<file path="src/rtl/stopwatch_pkg.sv">
// Shared types and constants for the mm:ss BCD stopwatch.
package stopwatch_pkg;

  localparam int unsigned BCD_W = 4;

  typedef logic [BCD_W-1:0] bcd_digit_t;

  typedef enum logic [1:0] {
    IDLE  = 2'd0,
    RUN   = 2'd1,
    PAUSE = 2'd2,
    DONE  = 2'd3
  } sw_state_t;

  // Display payload, most significant digit first.
  typedef struct packed {
    bcd_digit_t min_tens;
    bcd_digit_t min_units;
    bcd_digit_t sec_tens;
    bcd_digit_t sec_units;
  } mmss_t;

  localparam bcd_digit_t SEC_UNITS_MAX = 4'd9;
  localparam bcd_digit_t SEC_TENS_MAX  = 4'd5;
  localparam bcd_digit_t MIN_DIGIT_MAX = 4'd9;

endpackage

</file>
<file path="src/rtl/bcd_digit_counter.sv">
// Single BCD digit: increments on inc, wraps after WRAP_VALUE, flags the carry.
module bcd_digit_counter
  import stopwatch_pkg::*;
#(
  parameter int unsigned WRAP_VALUE = 9
) (
  input  logic       clk_FPGA,
  input  logic       reset,
  input  logic       inc,
  input  logic       clr,
  output bcd_digit_t digit,
  output logic       carry_out
);

  localparam bcd_digit_t WRAP = 4'(WRAP_VALUE);

  logic at_wrap;

  assign at_wrap   = (digit == WRAP);
  assign carry_out = inc && at_wrap;

  always_ff @(posedge clk_FPGA or posedge reset) begin
    if (reset) begin
      digit <= '0;
    end else if (clr) begin
      digit <= '0;
    end else if (inc) begin
      digit <= at_wrap ? '0 : digit + 4'd1;
    end
  end

endmodule

</file>
<file path="src/rtl/stopwatch_bcd_counter.sv">
// mm:ss BCD stopwatch counting edges of the divider's slow clock.
// Optional lap freeze of the displayed value: define STOPWATCH_LAP_EN.
module stopwatch_bcd_counter
  import stopwatch_pkg::*;
#(
  parameter int unsigned MAX_MINUTES        = 59,
  parameter int unsigned TICK_ON_BOTH_EDGES = 0
) (
  input  logic       clk_FPGA,
  input  logic       reset,
  input  logic       slow_clock_in,
  input  logic       start_stop,
  input  logic       clear,
  input  logic       lap,
  output logic [3:0] sec_units,
  output logic [3:0] sec_tens,
  output logic [3:0] min_units,
  output logic [3:0] min_tens,
  output logic       running,
  output logic       overflow
);

  localparam bcd_digit_t MIN_TENS_MAX  = 4'(MAX_MINUTES / 10);
  localparam bcd_digit_t MIN_UNITS_MAX = 4'(MAX_MINUTES % 10);

  sw_state_t  state, state_d;
  logic       slow_q, ss_q;
  logic       tick_c, ss_edge_c, at_max_c, inc_c, clr_c;
  logic       su_carry, st_carry, mu_carry, unused_mt_carry;
  bcd_digit_t su, st, mu, mt;
  mmss_t      live;

  // Edge registers reset high so a level already high at reset release is not an edge.
  always_ff @(posedge clk_FPGA or posedge reset) begin
    if (reset) begin
      slow_q <= 1'b1;
      ss_q   <= 1'b1;
    end else begin
      slow_q <= slow_clock_in;
      ss_q   <= start_stop;
    end
  end

  assign tick_c    = (TICK_ON_BOTH_EDGES != 0) ? (slow_clock_in ^ slow_q)
                                               : (slow_clock_in & ~slow_q);
  assign ss_edge_c = start_stop & ~ss_q;

  assign live     = '{min_tens: mt, min_units: mu, sec_tens: st, sec_units: su};
  assign at_max_c = (mt == MIN_TENS_MAX) && (mu == MIN_UNITS_MAX) &&
                    (st == SEC_TENS_MAX) && (su == SEC_UNITS_MAX);

  always_ff @(posedge clk_FPGA or posedge reset) begin
    if (reset) begin
      state    <= IDLE;
      running  <= 1'b0;
      overflow <= 1'b0;
    end else begin
      state    <= state_d;
      running  <= (state_d == RUN);
      overflow <= (state_d == DONE);
    end
  end

  // Clear beats everything; a tick at the saturation point ends the count instead of wrapping.
  always_comb begin
    state_d = state;
    inc_c   = 1'b0;
    clr_c   = 1'b0;
    if (clear) begin
      state_d = IDLE;
      clr_c   = 1'b1;
    end else begin
      case (state)
        IDLE:    if (ss_edge_c) state_d = RUN;
        RUN: begin
          if (tick_c && at_max_c) begin
            state_d = DONE;
          end else begin
            inc_c = tick_c;
            if (ss_edge_c) state_d = PAUSE;
          end
        end
        PAUSE:   if (ss_edge_c) state_d = RUN;
        DONE:    state_d = DONE;
        default: state_d = IDLE;
      endcase
    end
  end

  bcd_digit_counter #(.WRAP_VALUE(int'(SEC_UNITS_MAX))) u_sec_units (
    .clk_FPGA(clk_FPGA), .reset(reset), .inc(inc_c), .clr(clr_c),
    .digit(su), .carry_out(su_carry)
  );

  bcd_digit_counter #(.WRAP_VALUE(int'(SEC_TENS_MAX))) u_sec_tens (
    .clk_FPGA(clk_FPGA), .reset(reset), .inc(su_carry), .clr(clr_c),
    .digit(st), .carry_out(st_carry)
  );

  bcd_digit_counter #(.WRAP_VALUE(int'(MIN_DIGIT_MAX))) u_min_units (
    .clk_FPGA(clk_FPGA), .reset(reset), .inc(st_carry), .clr(clr_c),
    .digit(mu), .carry_out(mu_carry)
  );

  bcd_digit_counter #(.WRAP_VALUE(int'(MIN_DIGIT_MAX))) u_min_tens (
    .clk_FPGA(clk_FPGA), .reset(reset), .inc(mu_carry), .clr(clr_c),
    .digit(mt), .carry_out(unused_mt_carry)
  );

`ifdef STOPWATCH_LAP_EN
  logic  lap_q, lap_hold, lap_edge_c;
  mmss_t snap;

  assign lap_edge_c = lap & ~lap_q;

  // Snapshot is taken on the edge that sets the hold; the live count keeps going underneath.
  always_ff @(posedge clk_FPGA or posedge reset) begin
    if (reset) begin
      lap_q    <= 1'b1;
      lap_hold <= 1'b0;
      snap     <= '0;
    end else begin
      lap_q <= lap;
      if (clear) begin
        lap_hold <= 1'b0;
      end else if (lap_edge_c && (state == RUN || state == PAUSE)) begin
        lap_hold <= ~lap_hold;
        if (!lap_hold) snap <= live;
      end
    end
  end

  assign {min_tens, min_units, sec_tens, sec_units} = lap_hold ? snap : live;
`else
  logic unused_lap;
  assign unused_lap = lap;
  assign {min_tens, min_units, sec_tens, sec_units} = live;
`endif

endmodule

</file>
<file path="config.mk">
export PLATFORM = sky130hd
export DESIGN_NAME = stopwatch_bcd_counter
export DESIGN_NICKNAME = d
export VERILOG_FILES = /design/src/rtl/stopwatch_pkg.sv /design/src/rtl/bcd_digit_counter.sv /design/src/rtl/stopwatch_bcd_counter.sv
export SDC_FILE = /design/constraint.sdc
export NUM_CORES = 1
export LEC_CHECK = 0
export CELL_PAD_IN_SITES_DETAIL_PLACEMENT = 0
export CELL_PAD_IN_SITES_GLOBAL_PLACEMENT = 1
export CORE_ASPECT_RATIO = 0.6
export CORE_UTILIZATION = 35
export CTS_CLUSTER_DIAMETER = 60
export CTS_CLUSTER_SIZE = 20
export DETAILED_ROUTE_END_ITERATION = 16
export GPL_ROUTABILITY_DRIVEN = 0
export PLACE_DENSITY = 0.73
export SKIP_CTS_REPAIR_TIMING = 1
export SYNTH_ARGS = -nofsm -noshare
export SYNTH_HDL_FRONTEND = slang
export SYNTH_HIERARCHICAL = 1
export SYNTH_SLANG_ARGS = --single-unit
</file>
<file path="constraint.sdc">
create_clock -name clk_FPGA -period 5.4 [get_ports clk_FPGA]
set_input_delay 1.08 -clock clk_FPGA [delete_from_list [all_inputs] [get_ports clk_FPGA]]
set_output_delay 1.08 -clock clk_FPGA [all_outputs]
set_load 0.03 [all_outputs]
</file>
# Word-level counts from Yosys, hierarchy flattened

Cells that the tools add are included.

Input port bits: 6
Bits in registers: 22
Logic and storage cells: 61
Output and inout bits: 18

Reduce and logical (&&, ||, !) cells: 13
Equal/unequal tests: 10
Muxes and demuxes: 21
Bitwise logic cells: 4
Add/sub/neg operators: 4

Operators by type and width:

| kind                  | count |
|---|---|
| $mux W4               | 12 |
| $add A4 B1 Y4 const B | 4 |
| $eq A4 B4 Y1 const B  | 3 |
| $eq A4 B3 Y1 const B  | 2 |
| $mux W2               | 4 |
| $reduce_bool A2 Y1    | 4 |
| $logic_and A1 B1 Y1   | 7 |
| $eq A2 B2 Y1 const B  | 3 |
| $pmux W2 S3           | 1 |
| $eq A2 B1 Y1 const B  | 2 |
| $mux W1               | 4 |
| $and A1 B1 Y1         | 2 |
| $logic_not A2 Y1      | 1 |
| $not A1 Y1            | 2 |
| $reduce_or A2 Y1      | 1 |

# Logic depth before layout (Yosys ltp)

Gate-level depths: netlist (run 1).

Depth in word-level cells: 13
Gate-level depth with buffers: 12
Depth with buffers taken out: 12

# By module

Netlist (run 1), hierarchy kept.

Modules (own cells, without submodules):

| module                             | sequential area each (um2) | instances | area an instance (um2) | cells an instance |
|---|---|---|---|---|
| bcd_digit_counter (u_min_tens ...) | 100.1                      | 3         | 244.0                  | 27 |
| stopwatch_bcd_counter              | 152.6                      | 1         | 349.1                  | 32 |
| bcd_digit_counter (u_sec_tens)     | 100.1                      | 1         | 231.5                  | 26 |

# Worst setup path after synthesis (run 1)

No wires, ideal clock.

Kind: input port to flip-flop
From: input port slow_clock_in
To: register u_min_tens.digit[2]
Buffers on the path: 0
Cell stages on the path: 12
Setup slack: 2.042 ns
Data required time: 5.327 ns
Setup time: 0.073 ns
Arrival time: 3.285 ns
Cells stage by stage: nor2b_1 -> nand2_1 -> nor3_1 -> inv_1 -> nor2_1 -> nand2_1 -> nor2_1 -> inv_1 -> nor2_1 -> nand2_2 -> a211o_1 -> a21oi_2

Word-level cells in the longest chain between the ends: 9

RTL lines:

| what                                  | line                        | source |
|---|---|---|
| from (decl)                           | stopwatch_bcd_counter.sv:11 | `input logic slow_clock_in,` |
| $and A1 B1 Y1 *                       | stopwatch_bcd_counter.sv:45 | `: (slow_clock_in & ~slow_q);` |
| $logic_and A1 B1 Y1                   | stopwatch_bcd_counter.sv:76 | `if (tick_c && at_max_c) begin` |
| $mux W1 *                             | stopwatch_bcd_counter.sv:76 |  |
| $mux W1 *                             | stopwatch_bcd_counter.sv:73 | `case (state)` |
| $mux W1 *                             | stopwatch_bcd_counter.sv:69 | `if (clear) begin` |
| via inc_c                             | stopwatch_bcd_counter.sv:28 | `logic tick_c, ss_edge_c, at_max_c, inc_c, clr_c;` |
| $logic_and A1 B1 Y1 *                 | bcd_digit_counter.sv:20     | `assign carry_out = inc && at_wrap;` |
| via su_carry                          | stopwatch_bcd_counter.sv:29 | `logic su_carry, st_carry, mu_carry, unused_mt_carry;` |
| $logic_and A1 B1 Y1 *                 | bcd_digit_counter.sv:20     |  |
| via st_carry                          | stopwatch_bcd_counter.sv:29 |  |
| $logic_and A1 B1 Y1 *                 | bcd_digit_counter.sv:20     |  |
| via mu_carry                          | stopwatch_bcd_counter.sv:29 |  |
| $reduce_bool A2 Y1 (no source line) * | n/a                         |  |
| to (signal assigned)                  | bcd_digit_counter.sv:28     | `digit <= at_wrap ? '0 : digit + 4'd1;` |
| to (decl)                             | bcd_digit_counter.sv:11     | `output bcd_digit_t digit,` |

The timed path passes the listed nets; every way through them passes the cells marked *.
A chain may end at the register's enable or synchronous reset.

# Worst setup path after layout (run 1)

Ends and elaborated chain as after synthesis.

==> impl_metrics.env, run 1 <==
export IMPL_holdCritStartpoint="state[1]"
export IMPL_relSlewSlack_pct=55.5
export IMPL_startpoint="slow_clock_in"
export IMPL_clock_latency_ns=0.26
export IMPL_synth_nets=152
export IMPL_syn2layout_area_growth_pct=26.5
export IMPL_rsz0062_at_grt="false"
export IMPL_wl_per_cell_um=14.0
export IMPL_status="finished, final reports clean"
export IMPL_worstSetupEndpointType="flop"
export IMPL_cp_max_fo=7
export IMPL_p_leak_uw=0.000659
export IMPL_setup_tns_ns=0
export IMPL_max_freq_mhz=240
export IMPL_syn_avg_cell_area_um2=9.48
export IMPL_r2r_start="u_min_tens/digit[2]"
export IMPL_grt_overflow_total=0
export IMPL_worstPathRequired_ns=5.59
export IMPL_setup_worst_path_start_class="input pin"
export IMPL_vias_per_cell=5.27
export IMPL_antenna_cells=0
export IMPL_first_global_vias=1005
export IMPL_cts_buffer_depth=2
export IMPL_cts_buffers=3
export IMPL_io_pins=24
export IMPL_antenna_found_initial=0
export IMPL_rows=16
export IMPL_grt_pass1_wl_mm=4.95
export IMPL_grt_max_degree=22
export IMPL_finalNetCount=181
export IMPL_min_period_ns=4.17
export IMPL_design_area_um2=1660
export IMPL_synthesis_area_um2=1310
export IMPL_die_y_um=49.4
export IMPL_drive_gt1_share_pct=10.2
export IMPL_cp_arrival_ns=4.35
export IMPL_path_clk_slew_ns=0.08
export IMPL_drv_slew=0
export IMPL_placed_area_um2=1600
export IMPL_cts_htree_levels=1
export IMPL_wirelength_mm=2.95
export IMPL_route_detailed_drc=0
export IMPL_finalCritPeriodShare_pct=77.1
export IMPL_core_area_um2=3400
export IMPL_cts_tree="built"
export IMPL_dieArea_um2=4000
export IMPL_via_count=1111
export IMPL_final_setup_viol_count=0
export IMPL_cap_violations=0
export IMPL_die_w_um=80.9
export IMPL_finClkSkew_ns=0.00553
export IMPL_io_buffers=22
export IMPL_place_hpwl_mm=2.29
export IMPL_drt_pass1_iter_count=4
export IMPL_clock_sinks=22
export IMPL_critPathKind="input pin to flop"
export IMPL_pre_cts_slack_ns=0.989
export IMPL_ant_nets=0
export IMPL_ys_warnings_count=6
export IMPL_hold_viol_final=0
export IMPL_syn_inst=138
export IMPL_powerDensity_nw_per_um2=185
export IMPL_drt_iter0_drc=56
export IMPL_tightest_slew_ns=0.662
export IMPL_peakVddDrop_mv=0.0985
export IMPL_cts_root_buffer="clkbuf_8"
export IMPL_grt_usage_pct=16.2
export IMPL_initial_core_util_pct=38.5
export IMPL_r2r_slack_ns=1.96
export IMPL_hp_class="flop to flop"
export IMPL_layout_setup_ws_ns=1.23
sequential cells by signal, indices dropped and copies added, names as in the netlist:
name               count
running                1
state                  2
u_sec_tens/digit       4
slow_q                 1
ss_q                   1
overflow               1
u_sec_units/digit      4
u_min_units/digit      4
u_min_tens/digit       4
cell usage in the layout (no fill, tap or decap), types with 2 or more instances in the layout:
master,count
clkdlybuf4s50_1,22
dfrtp_1,20
nand2_1,16
inv_1,14
a21oi_1,14
nand3b_1,12
ha_1,8
o21ai_0,5
nand2b_1,4
a211o_1,4
clkbuf_8,4
and4bb_1,3
nor2b_1,3
nor3_1,3
nand2_2,3
a21oi_2,3
and4b_1,3
a21boi_0,3
o21ai_1,3
nor2_1,3
nand4_1,2
buf_4,2
dfstp_2,2
layout make-up:
type	count	area [um2]
Clock buffer	4	55.1
Sequential cell	22	553
Inverter	14	52.6
Timing Repair Buffer	24	235
Multi-Input combinational cell	102	703
Tap cell	45	56.3
Fill cell	327	1750
routing by layer:
metal | global-route usage, % | wire [um]
met5 | 0 | 0
met3 | 4.49 | 102
met2 | 23.8 | 1250
met4 | 0.893 | 4
met1 | 24.4 | 1600
worst max-delay path: stages:
cell             delay, ns
clkdlybuf4s50_1       0.49
nor2b_1               0.26
nand2_1               0.13
nor3_1                0.53
inv_1                 0.16
nor2_1                0.14
buf_4                 0.16
nand2_1               0.07
nor2_1                0.35
inv_1                 0.13
nor2_1                0.35
nand2_2               0.09
a211o_1               0.30
a21oi_2               0.12
worst paths after layout:
check / end / depth (start not counted)
max: u_min_tens/digit[2] / 14
min in group asynchronous: u_sec_units/digit[3] / 2
min: overflow / 2
max in group asynchronous: ss_q / 2
min reg2reg: overflow / 2
max reg2reg: u_min_tens/digit[2] / 13
metrics by stage:
stage	instances	hold slack [ns]	total power [uW]	util, %
after detailed placement	207	0.564	194	47.0
after global placement	207	0.552	193	47.0
after global routing	211	0.651	320	48.6
final	211	0.601	306	48.6
after CTS	211	0.583	310	48.6
after floorplan	138	0.492	182	-
power breakdown:
group / leakage, uW / total [uW] / switching, uW / internal [uW]
clock network: 0.0000288 / 116 / 50.7 / 64.9
logic: 0.000332 / 21.1 / 12.7 / 8.41
registers: 0.000299 / 169 / 1.85 / 168
total: 0.000659 / 306 / 65.2 / 241
Power figures use the tool's default switching activity.
==> inputs of run 2 (changes only) <==
==> constraint.sdc (replaced) <==
create_clock -name clk_FPGA -period 3.9 [get_ports clk_FPGA]
set_input_delay 0.78 -clock clk_FPGA [delete_from_list [all_inputs] [get_ports clk_FPGA]]
set_output_delay 0.78 -clock clk_FPGA [all_outputs]
set_load 0.03 [all_outputs]
==> run 2 against run 1 <==
Against the previous run: final cell count increased by 0.95%; wire length grew 5.2%; core utilization increased by 0.44 points; count of clock-buffer cells in the layout did not move; critical path depth stayed put; sequential share of layout area is 0.30 points lower; global-route usage increased by 0.99 points; clock power rose by 41%; register-to-register slack lost 0.87 ns; via count is 0.63% lower; die area unchanged; critical path type unchanged; critical endpoint unchanged.
==> impl_metrics.env, run 2 (synthesized netlist as in run 1, its figures left out) <==
export IMPL_drv_slew=0
export IMPL_via_count=1104
export IMPL_final_cell_mix="clkdlybuf4s50_1 (22), dfrtp_1 (20), nand2_1 (16)"
export IMPL_dieArea_um2=4000
export IMPL_setup_tns_ns=0
export IMPL_critPathKind="input pin to flop"
export IMPL_crit_chain="clkdlybuf4s50_1 -> nor2b_1 -> nand2_1 -> nor3_1 -> buf_4 -> inv_1 -> nor2_1 -> nand2_1 -> nor2_1 -> inv_1 -> nor2_1 -> nand2_2 -> a211o_1 -> a21oi_2"
export IMPL_cts_buffer_depth=2
export IMPL_r2r_cells=13
export IMPL_vias_per_cell=5.18
export IMPL_peakVddDrop_mv=0.0963
export IMPL_cp_buffers_inverters=4
export IMPL_holdPathEnd="overflow"
export IMPL_core_area_um2=3400
export IMPL_cpPeakStageDelay_ns=0.48
export IMPL_grt_max_degree=22
export IMPL_r2r_end="u_min_tens/digit[2]"
export IMPL_drive_gt1_share_pct=11.3
export IMPL_utilization_pct=49.1
export IMPL_layout_commonest_cell="clkdlybuf4s50_1"
export IMPL_finalCritPeriodShare_pct=82.3
export IMPL_cts_buffers=3
export IMPL_drt_pass1_iter_count=4
export IMPL_max_freq_mhz=311
export IMPL_min_period_ns=3.21
export IMPL_finalNetCount=183
export IMPL_wirelength_mm=3.10
export IMPL_placed_area_um2=1620
export IMPL_setup_worst_path_start_class="input pin"
export IMPL_crit_top_cell="nor2_1"
export IMPL_finClkSkew_ns=0.00552
export IMPL_cts_root_buffer="clkbuf_8"
export IMPL_drt_iter0_drc=71
export IMPL_design_area_um2=1670
export IMPL_io_pins=24
export IMPL_cts_htree_levels=1
export IMPL_critPathTopFamily="simple AND/OR/NAND/NOR gates"
export IMPL_status="finished, final reports clean"
export IMPL_cp_arrival_ns=3.41
export IMPL_hp_class="flop to flop"
export IMPL_initial_core_util_pct=38.5
export IMPL_clock_sinks=22
export IMPL_r2r_slack_ns=1.09
export IMPL_route_detailed_drc=0
export IMPL_hold_viol_final=0
export IMPL_io_buffers=22
export IMPL_grt_usage_pct=17.2
export IMPL_powerDensity_nw_per_um2=256
export IMPL_syn2layout_area_growth_pct=27.6
export IMPL_die_y_um=49.4
export IMPL_cap_violations=0
export IMPL_hold_depth=2
export IMPL_pre_cts_slack_ns=0.438
export IMPL_worstSetupEndpointType="flop"
export IMPL_ant_nets=0
export IMPL_final_setup_viol_count=0
export IMPL_grt_overflow_total=0
export IMPL_rows=16
export IMPL_critPathSlowestCell="clkdlybuf4s50_1"
export IMPL_holdCritStartpoint="state[1]"
export IMPL_layout_setup_ws_ns=0.689
export IMPL_path_clk_slew_ns=0.08
export IMPL_cts_tree="built"
export IMPL_grt_pass1_wl_mm=5.17
export IMPL_relSlewSlack_pct=74.6
export IMPL_wl_per_cell_um=14.6
export IMPL_clock_latency_ns=0.26
export IMPL_tightest_slew_ns=0.380
export IMPL_die_w_um=80.9
export IMPL_antenna_cells=0
export IMPL_place_hpwl_mm=2.34
export IMPL_worstPathRequired_ns=4.10
export IMPL_antenna_found_initial=0
export IMPL_cp_max_fo=6
export IMPL_p_leak_uw=0.000670
export IMPL_holdWs_ns=0.569
export IMPL_r2r_start="u_min_tens/digit[1]"
export IMPL_rsz0062_at_grt="false"
export IMPL_first_global_vias=1025
==> run 2: changes by cell type in the layout (fill, tap and decap cells not counted) <==
cell / delta
buf_4: +2
==> run 2: cell type report <==
class / count / area [um2]
sequential: 22 / 553
timing repair buffer: 26 / 250
multi-input combinational: 102 / 703
clock buffer: 4 / 55.1
tap: 45 / 56.3
inverter: 14 / 52.6
fill: 341 / 1730
==> run 2: power breakdown <==
group / total [uW] / internal, uW / switching [uW]
Sequential: 234 / 232 / 2.47
Clock: 164 / 90.0 / 73.6
Combinational: 29.8 / 11.8 / 17.9
==> run 2: metrics by stage <==
stage	power, uW	cells
after floorplan	253	138
after global placement	268	209
after detailed placement	269	209
after CTS	433	213
after global routing	450	213
final	428	213
==> run 2: worst max-delay path by stage <==
stage / startpoint / endpoint / slack [ns] / depth (start not counted)
2_1_floorplan: u_min_units/digit[1] / u_min_tens/digit[2] / 0.84 / 12
3_3_place_gp: slow_clock_in / u_min_tens/digit[2] / 0.54 / 14
3_5_place_dp: slow_clock_in / u_min_tens/digit[2] / 0.44 / 14
4_1_cts: slow_clock_in / u_min_tens/digit[2] / 0.70 / 14
5_1_grt: slow_clock_in / u_min_tens/digit[2] / 0.54 / 14
6_report: slow_clock_in / u_min_tens/digit[2] / 0.69 / 14
==> run 2: per-layer routing <==
| layer | vias up | track usage (%) | wire length, um |
|---|---|---|---|
| li1 | 554 | - | - |
| met1 | 526 | 26.0 | 1660 |
| met2 | 20 | 23.9 | 1290 |
| met3 | 4 | 5.23 | 129 |
| met4 | 0 | 2.68 | 23 |
| met5 | - | 0 | 0 |
==> run 2: tightest hold or removal path, delay by kind of cell, from the launching register on <==
kind	cells	cell delay (ns)
DFF	1	0.40
AOI/OAI and AO/OA	1	0.07
and+or+nand+nor	1	0.06
